## config.mk

```make
export PLATFORM = sky130hd
export DESIGN_NAME = id_ex_forward_stage
export DESIGN_NICKNAME = d
export VERILOG_FILES = /design/src/rtl/id_ex_forward_stage.sv
export SDC_FILE = /design/constraint.sdc
export NUM_CORES = 1
export LEC_CHECK = 0
export BUFFER_PORTS_ARGS = -buffer_cell sky130_fd_sc_hd__clkbuf_2
export CAP_MARGIN = 20
export CORE_AREA = 2 2 102 104
export DETAILED_ROUTE_END_ITERATION = 10
export DIE_AREA = 0 0 104 106
export MAX_ROUTING_LAYER = met4
export PLACE_DENSITY = 0.81
export REMOVE_ABC_BUFFERS = 1
export SYNTH_ARGS = -nofsm -noshare
export SYNTH_HDL_FRONTEND = slang
export SYNTH_SLANG_ARGS = --single-unit
```

## constraint.sdc

```tcl
create_clock -name clk -period 2.95 [get_ports clk]
set_input_delay 0.59 -clock clk [delete_from_list [all_inputs] [get_ports clk]]
set_output_delay 0.59 -clock clk [all_outputs]
set_load 0.1 [all_outputs]
```

## src/rtl/id_ex_forward_stage.sv

```systemverilog
// id_ex_forward_stage: ID/EX pipeline register for the five-stage MIPS core.
// Also detects load-use hazards (stalling PC and IF/ID), turns flushes and
// stalls into bubbles, and produces the 2-bit ALU operand forwarding selects.
// Optional feature: define ID_EX_STALL_CNT_EN to add a saturating 16-bit
// stall_count output that counts stalled cycles.
module id_ex_forward_stage #(
    parameter int CTRL_W = 8
) (
    input  logic              clk,
    input  logic              rst_n,
    input  logic              id_valid,
    input  logic [4:0]        id_rs,
    input  logic [4:0]        id_rt,
    input  logic [4:0]        id_rd,
    input  logic              id_uses_rt,
    input  logic [31:0]       id_rs_data,
    input  logic [31:0]       id_rt_data,
    input  logic [31:0]       id_imm,
    input  logic              id_mem_read,
    input  logic              id_reg_write,
    input  logic [CTRL_W-1:0] id_ctrl,
    input  logic              flush,
    input  logic              exmem_reg_write,
    input  logic              memwb_reg_write,
    input  logic [4:0]        exmem_rd,
    input  logic [4:0]        memwb_rd,
    output logic              stall,
    output logic              ex_valid,
    output logic              ex_mem_read,
    output logic              ex_reg_write,
    output logic [4:0]        ex_rs,
    output logic [4:0]        ex_rt,
    output logic [4:0]        ex_rd,
    output logic [31:0]       ex_rs_data,
    output logic [31:0]       ex_rt_data,
    output logic [31:0]       ex_imm,
    output logic [CTRL_W-1:0] ex_ctrl,
`ifdef ID_EX_STALL_CNT_EN
    output logic [15:0]       stall_count,
`endif
    output logic [1:0]        forward_a,
    output logic [1:0]        forward_b
);

    // Select codes for the ALU operand muxes; 2'b11 is never produced.
    localparam logic [1:0] FWD_REG   = 2'b00;
    localparam logic [1:0] FWD_MEMWB = 2'b01;
    localparam logic [1:0] FWD_EXMEM = 2'b10;

    logic load_dep;

    // A load in EX whose destination is read by the instruction in ID must
    // hold ID for one cycle; $0 never creates a dependency, and a flush
    // kills the consumer so there is nothing left to hold.
    assign load_dep = (ex_rd == id_rs) | (id_uses_rt & (ex_rd == id_rt));
    assign stall    = ex_valid & ex_mem_read & id_valid & (ex_rd != 5'd0)
                      & load_dep & ~flush;

    // Pipeline register: synchronous clear, bubble on flush/stall, else load.
    always_ff @(posedge clk) begin
        // NOTE: sequential state uses non-blocking assignments so every
        // register samples the pre-edge values of its neighbours.
        if (!rst_n) begin
            ex_valid     <= 1'b0;
            ex_mem_read  <= 1'b0;
            ex_reg_write <= 1'b0;
            ex_rs        <= '0;
            ex_rt        <= '0;
            ex_rd        <= '0;
            ex_rs_data   <= '0;
            ex_rt_data   <= '0;
            ex_imm       <= '0;
            ex_ctrl      <= '0;
        end else begin
            // Operand fields load unconditionally; in a bubble they are
            // don't-care because ex_valid gates every downstream use.
            ex_rs      <= id_rs;
            ex_rt      <= id_rt;
            ex_rd      <= id_rd;
            ex_rs_data <= id_rs_data;
            ex_rt_data <= id_rt_data;
            ex_imm     <= id_imm;
            if (flush | stall) begin
                ex_valid     <= 1'b0;
                ex_mem_read  <= 1'b0;
                ex_reg_write <= 1'b0;
                ex_ctrl      <= '0;
            end else begin
                ex_valid     <= id_valid;
                ex_mem_read  <= id_mem_read;
                ex_reg_write <= id_reg_write;
                ex_ctrl      <= id_ctrl;
            end
        end
    end

    // Forwarding selects: EX/MEM (younger) beats MEM/WB; $0 never forwards.
    always_comb begin
        // NOTE: defaults first so every path assigns both selects and no
        // latch is inferred.
        forward_a = FWD_REG;
        forward_b = FWD_REG;
        if (ex_valid) begin
            if (exmem_reg_write && (exmem_rd != 5'd0) && (exmem_rd == ex_rs))
                forward_a = FWD_EXMEM;
            else if (memwb_reg_write && (memwb_rd != 5'd0) && (memwb_rd == ex_rs))
                forward_a = FWD_MEMWB;

            if (exmem_reg_write && (exmem_rd != 5'd0) && (exmem_rd == ex_rt))
                forward_b = FWD_EXMEM;
            else if (memwb_reg_write && (memwb_rd != 5'd0) && (memwb_rd == ex_rt))
                forward_b = FWD_MEMWB;
        end
    end

`ifdef ID_EX_STALL_CNT_EN
    // Saturating count of stalled cycles; flush-only cycles do not count
    // because stall is already suppressed by flush.
    always_ff @(posedge clk) begin
        if (!rst_n)
            stall_count <= '0;
        else if (stall && (stall_count != 16'hFFFF))
            stall_count <= stall_count + 16'd1;
    end
`endif

endmodule

```

==> results of run 1 <==
-- power by group --
group	switching [W]	internal (W)
Clock	0.000738	0.00125
Sequential	0.0000377	0.00174
Combinational	0.000758	0.000184
Total	0.00153	0.00317
-- stage by stage --
step           hold WS, ns  power, W   TNS, ns  worst slack, ns  cell area, µm²
2_1_floorplan        0.706   0.00253     -2.44            -1.00            3660
3_3_place_gp         0.726   0.00274         0            0.313            5220
3_5_place_dp         0.748   0.00275         0            0.245            5220
4_1_cts              0.270   0.00476         0           0.0938            5810
5_1_grt              0.261   0.00486  -0.00410         -0.00410            5820
6_report             0.283   0.00471         0            0.173            5820
-- what timing repair did --
action	CTS	global route
setup endpoints to repair	0	2
resized for setup	0	3
setup buffers	0	0
-- Yosys cell counts --
cell type  instances  area [µm²]
or4_4              1        11.3
dfxtp_1          122        2440
o21ai_2            1        8.76
xnor2_1           16         140
and3b_1            1        8.76
nand3_1            4        20.0
clkbuf_1          15        56.3
or4_1              3        22.5
nor3_1             1        5.00
nor4_1             2        12.5
xor2_1            14         123
nand2_1           13        48.8
nand4_1            1        6.26
nor4_2             2        25.0
o211ai_1           1        7.51
a21oi_1           12        60.1
nor2_1             1        3.75
nor2b_1            1        6.26
o22ai_1            1        6.26
and2_1           113         707
-- worst paths after layout --
kind              slack, ns      endpoint
hold / removal         0.28     ex_imm[6]
setup reg to reg       1.42   ex_mem_read
setup / recovery       0.17  forward_a[1]
hold reg to reg        0.76    ex_ctrl[2]
-- worst max-delay path, cell delays in order (launching register included) --
cell	delay [ns]
dfxtp_1	0.39
xnor2_1	0.15
nand3_1	0.10
nor4_1	0.44
and2_1	0.19
buf_2	0.42
-- routing by layer --
metal  up-vias  part of all wire
met5         -                 0
met1      1451              0.38
met3        19             0.075
met2       160              0.52
li1       1562                 -
met4         0             0.023
-- cells by family after synthesis --
group / Yosys count
simple gates: 143
flops: 122
xor+xnor: 30
compound gates: 15
buf+inv: 15
-- sequential cells by signal, indices dropped and copies added (netlist names) --
name / cells
ex_imm: 32
ex_rs_data: 32
ex_rt_data: 32
ex_ctrl: 8
ex_rd: 5
ex_rs: 5
ex_rt: 5
ex_mem_read: 1
ex_reg_write: 1
ex_valid: 1
-- cell type report --
type | count | area share
timing repair buffer | 267 | 0.239
tap | 136 | 0.0293
multi-input combinational | 188 | 0.211
sequential | 122 | 0.420
clock inverter | 12 | 0.0241
clock buffer | 20 | 0.0766
==> impl_metrics.env, run 1 <==
export IMPL_fillers=892
export IMPL_end_kind="output port"
export IMPL_wire_per_inst_um=13.6
export IMPL_hold_viol=0
export IMPL_min_from="id_imm[6]"
export IMPL_die_height_um=106
export IMPL_fin_cells=745
export IMPL_syn_inst=325
export IMPL_area_delta_synth_final_pct=56.3
export IMPL_cts_sinks=122
export IMPL_n_antenna_cell=0
export IMPL_cts_buffers=17
export IMPL_synth_distinct_cells=20
export IMPL_root_buffer="clkbuf_8"
export IMPL_globalRouteMet3Util=0.0625
export IMPL_grt_overflow=0
export IMPL_utilization=0.582
export IMPL_slew_viol_final=0
export IMPL_yosysSeqAreaShare=0.656
export IMPL_rr_startpoint="ex_rd[3]"
export IMPL_drc_errors=0
export IMPL_final_common_cell="clkbuf_2"
export IMPL_synth_top_family_by_area="simple AND/OR/NAND/NOR gates"
export IMPL_whs_path_depth=2
export IMPL_cts_hold_buf=0
export IMPL_p_leak_nw=2.93
export IMPL_grt_pass1_vias=3302
export IMPL_period_share=0.941
export IMPL_place_inst=713
export IMPL_synthMuxAreaShare=0
export IMPL_clockBufferDepth=2
export IMPL_grt_start_max_net_pins=112
export IMPL_cts_tree="yes"
export IMPL_p_per_area_nw_per_um2=809
export IMPL_antenna_found_initial=0
export IMPL_via_count=3192
export IMPL_synth_area_um2=3720
export IMPL_vias_per_cell=4.28
export IMPL_clkTransAtPathRegs_ns=0.06
export IMPL_synth_adder_area_share=0
export IMPL_synth_xor_area_frac=0.0706
export IMPL_met2_usage=0.326
export IMPL_post_route_min_period_ns=2.78
export IMPL_drt_pass1_iter_count=5
export IMPL_outcome="completed"
export IMPL_hold_path_class="primary input to register"
export IMPL_clkLatencyLatePin_ns=0.50
export IMPL_synth_compound_area_frac=0.0222
export IMPL_grt_pass1_wl_mm=15.4
export IMPL_setup_worst_path_start="ex_rs[3]"
export IMPL_regArea_um2=2440
export IMPL_io_buffers=264
export IMPL_die_area_um2=11000
export IMPL_num_rows=37
export IMPL_fin_skew_ns=0.00348
export IMPL_core_um2=10000
export IMPL_drive_above_1_share=0.498
export IMPL_critPathRequiredTime_ns=2.36
export IMPL_mostFrequentLayoutCells="clkbuf_2 (259), dfxtp_1 (122), and2_1 (113)"
export IMPL_hpwl_mm=7.91
export IMPL_start_util=0.372
export IMPL_layout_nets=734
export IMPL_max_slew_margin_rel=0.488
export IMPL_grt_use_met1=0.190
export IMPL_routed_wl_mm=10.1
export IMPL_critical_path_class="register to output port"
export IMPL_synth_warnings=0
export IMPL_avgSynthCellArea_um2=11.4
export IMPL_ant_nets=0
export IMPL_ys_ff_latch=122
export IMPL_gp_congestion=1.01
export IMPL_drv_cap=0
export IMPL_irDropWorstVdd_v=0.000443
export IMPL_max_clock_freq_mhz=360
export IMPL_startpoint_type="register"
export IMPL_die_x_um=104
export IMPL_reg2reg_depth=5
export IMPL_htreeDepth=4
export IMPL_drt_initial_drc_count=95
export IMPL_grt_usage=0.186
export IMPL_busiest_layer="met2"
export IMPL_cp_max_fo=3
export IMPL_synth_simple_gate_area_frac=0.236
export IMPL_multi_input_area_um2=1230
export IMPL_arrival_ns=2.19
export IMPL_ioPinCount=265
export IMPL_setup_viol=0
export IMPL_tightest_slew_ns=0.768
Power figures use the tool's default switching activity.
==> run 2, diff against run 1 <==
--- a/config.mk
+++ b/config.mk
@@ -5,13 +5,14 @@
 export SDC_FILE = /design/constraint.sdc
 export NUM_CORES = 1
 export LEC_CHECK = 0
+export ABC_AREA = 1
 export BUFFER_PORTS_ARGS = -buffer_cell sky130_fd_sc_hd__clkbuf_2
 export CAP_MARGIN = 20
-export CORE_AREA = 2 2 102 104
+export CORE_AREA = 2 2 103 105
 export DETAILED_ROUTE_END_ITERATION = 10
-export DIE_AREA = 0 0 104 106
+export DIE_AREA = 0 0 105 107
 export MAX_ROUTING_LAYER = met4
-export PLACE_DENSITY = 0.81
+export PLACE_DENSITY = 0.82
 export REMOVE_ABC_BUFFERS = 1
 export SYNTH_ARGS = -nofsm -noshare
 export SYNTH_HDL_FRONTEND = slang
==> impl_metrics.env, run 2 <==
export IMPL_num_rows=37
export IMPL_max_slew_margin_rel=0.620
export IMPL_cts_tree="yes"
export IMPL_grt_overflow=0
export IMPL_via_count=3620
export IMPL_critical_path_class="register to output port"
export IMPL_irDropWorstVdd_v=0.000410
export IMPL_cp_slowest_cell="clkbuf_2"
export IMPL_grt_usage=0.191
export IMPL_area_delta_synth_final_pct=51.2
export IMPL_gp_congestion=0.842
export IMPL_async_reset_ff_frac=0
export IMPL_period_share=0.888
export IMPL_regArea_um2=2440
export IMPL_cp_max_fo=6
export IMPL_die_height_um=107
export IMPL_cts_resized=0
export IMPL_antenna_found_initial=0
export IMPL_synth_top_cell_by_area="dfxtp_1"
export IMPL_die_area_um2=11200
export IMPL_seq_power_share=0.374
export IMPL_drt_pass1_iter_count=4
export IMPL_p_sw_frac=0.331
export IMPL_htreeDepth=4
export IMPL_fin_area_um2=6020
export IMPL_crit_family="simple AND/OR/NAND/NOR gates"
export IMPL_n_antenna_cell=0
export IMPL_crit_path_frequent_cell="nand2_1"
export IMPL_synth_area_um2=3980
export IMPL_cts_buffers=17
export IMPL_fillers=949
export IMPL_cts_hold_buf=0
export IMPL_hold_viol=0
export IMPL_synth_edf_count=0
export IMPL_clkLatencyLatePin_ns=0.50
export IMPL_p_leak_nw=3.97
export IMPL_clockBufferDepth=2
export IMPL_setup_viol=0
export IMPL_whs_ns=0.268
export IMPL_rsz0062_at_grt="false"
export IMPL_reg_top3="ex_imm x32, ex_rs_data x32, ex_rt_data x32"
export IMPL_p_per_area_nw_per_um2=786
export IMPL_rr_startpoint="ex_rd[0]"
export IMPL_final_common_cell="clkbuf_2"
export IMPL_vias_per_cell=3.96
export IMPL_p_sw_w=0.00157
export IMPL_place_inst=882
export IMPL_yosysSeqAreaShare=0.614
export IMPL_hpwl_mm=8.38
export IMPL_critPathRequiredTime_ns=2.36
export IMPL_io_buffers=264
export IMPL_setup_tns_final_ns=0
export IMPL_ioPinCount=265
export IMPL_tightest_slew_ns=0.573
export IMPL_route_met3_wl_um=735
export IMPL_drt_initial_drc_count=139
export IMPL_post_route_min_period_ns=2.62
export IMPL_post_cts_setup_buffers=0
export IMPL_max_clock_freq_mhz=382
export IMPL_core_um2=10100
export IMPL_wl_met2_mm=5.61
export IMPL_wl_met1_mm=3.90
export IMPL_synth_commonest_cells="nand2_1 (145), inv_1 (143), dfxtp_1 (122), nor2_1 (34), xnor2_1 (11)"
export IMPL_slew_viol_final=0
export IMPL_drv_cap=0
export IMPL_ant_nets=0
export IMPL_synthTopCellsByArea="dfxtp_1 (61%), nand2_1 (14%), inv_1 (13%)"
export IMPL_placed_area_um2=5430
export IMPL_avgSynthCellArea_um2=8.07
export IMPL_path_cells="inv_1 > nand2_1 > nand2_1 > nor2_1 > nand3_1 > nand2_1 > nand2_2 > nor2_1 > clkbuf_2"
export IMPL_synth_warnings=0
export IMPL_hold_path_class="primary input to register"
export IMPL_p_comb_frac=0.205
export IMPL_outcome="completed"
export IMPL_startpoint_type="register"
export IMPL_whs_path_depth=3
export IMPL_layout_nets=903
export IMPL_multi_input_area_um2=930
export IMPL_cts_sinks=122
export IMPL_r2r_slack_ns=1.64
export IMPL_arrival_ns=2.03
export IMPL_reg2reg_depth=9
export IMPL_p_total_w=0.00473
export IMPL_worstPathBufferInverterCount=2
export IMPL_synthMostInstantiatedCell="nand2_1"
export IMPL_dr_max_layer_used="met4"
export IMPL_yosys_area_top_type_share=0.614
export IMPL_root_buffer="clkbuf_8"
export IMPL_start_util=0.394
export IMPL_clkPwrFrac=0.420
export IMPL_end_kind="output port"
export IMPL_clkTransAtPathRegs_ns=0.06
export IMPL_syn_inst=493
export IMPL_die_x_um=105
export IMPL_fin_cells=914
export IMPL_intPower_w=0.00316
export IMPL_reg2reg_to="ex_ctrl[5]"
export IMPL_min_from="id_imm[11]"
export IMPL_drive_above_1_share=0.388
export IMPL_mostFrequentLayoutCells="clkbuf_2 (263), nand2_1 (145), inv_1 (143)"
export IMPL_grt_pass1_wl_mm=16.1
export IMPL_routed_wl_mm=10.4
export IMPL_wire_per_inst_um=11.4
export IMPL_drc_errors=0
export IMPL_hold_end="ex_imm[11]"
export IMPL_max_stage_delay_ns=0.48
export IMPL_grt_pass1_vias=3605
export IMPL_ys_ff_latch=122
export IMPL_grt_start_max_net_pins=56
export IMPL_synth_distinct_cells=16
export IMPL_fin_skew_ns=0.00703
export IMPL_synthFlopType="dfxtp_1"
[run 2: changes by cell type in the layout (fill, tap and decap cells not counted), moves of 3 or more]
cell	change
or4_1	-3
clkbuf_2	+4
xor2_1	-5
a21oi_1	-12
nor4_2	-3
nand2_1	+132
xnor2_1	-5
nand3_1	+3
inv_1	+143
and2_1	-113
nor2_1	+33
[run 2: layout make-up]
cell class	count	share of cell area
Timing Repair Buffer	266	0.224
Sequential cell	122	0.406
Inverter	144	0.0898
Multi-Input combinational cell	214	0.154
Clock buffer	19	0.0734
Tap cell	136	0.0283
Clock inverter	13	0.0239
[run 2: layer usage]
layer,vias up,GRT usage
li1,1899,-
met1,1553,0.187
met2,152,0.348
met3,16,0.0632
met4,0,0.0790
met5,-,-
[run 2: worst register-to-register path: stages, from the launching register on]
cell and delay, ns:
dfxtp_1 0.41, inv_1 0.06, nand2_1 0.05, nand2_1 0.05, nor2_1 0.14, nand3_1 0.10, nand2_1 0.08, nand2_2 0.06
nand2_2 0.18, nor2_1 0.07
[run 2: stage by stage]
step / setup slack (ns) / utilization
3_3_place_gp: 0.575 / 0.538
2_1_floorplan: -0.444 / -
4_1_cts: 0.282 / 0.596
3_5_place_dp: 0.533 / 0.538
5_1_grt: 0.0794 / 0.596
6_report: 0.330 / 0.596
[run 2: worst max-delay path by stage]
stage | slack [ns] | end | from | cells past startpoint
after floorplan | -0.44 | stall | ex_rd[3] | 8
after global placement | 0.58 | stall | id_rt[1] | 10
after detailed placement | 0.53 | stall | id_rt[0] | 10
after CTS | 0.28 | stall | ex_rd[3] | 9
after global routing | 0.08 | stall | ex_rd[0] | 9
final | 0.33 | stall | ex_rd[0] | 9
[run 2: logic make-up (layout without fill, tap and decap cells)]
family                 count (synthesis)  in the layout  share of synthesized area
buffers and inverters                157            442                      0.153
AO/OA/AOI/OAI                          1              1                    0.00126
flip-flops                           122            122                      0.614
AND/OR/NAND/NOR                      193            193                      0.188
XOR/XNOR                              20             20                     0.0440
[run 2: power by group through the flow]
stage / sequential, W / clock [W] / combinational, W
2_1_floorplan: 0.00243 / 0 / 0.000109
3_3_place_gp: 0.00180 / 0 / 0.000966
3_5_place_dp: 0.00181 / 0 / 0.000975
4_1_cts: 0.00177 / 0.00203 / 0.000977
5_1_grt: 0.00178 / 0.00211 / 0.00102
6_report: 0.00177 / 0.00199 / 0.000971
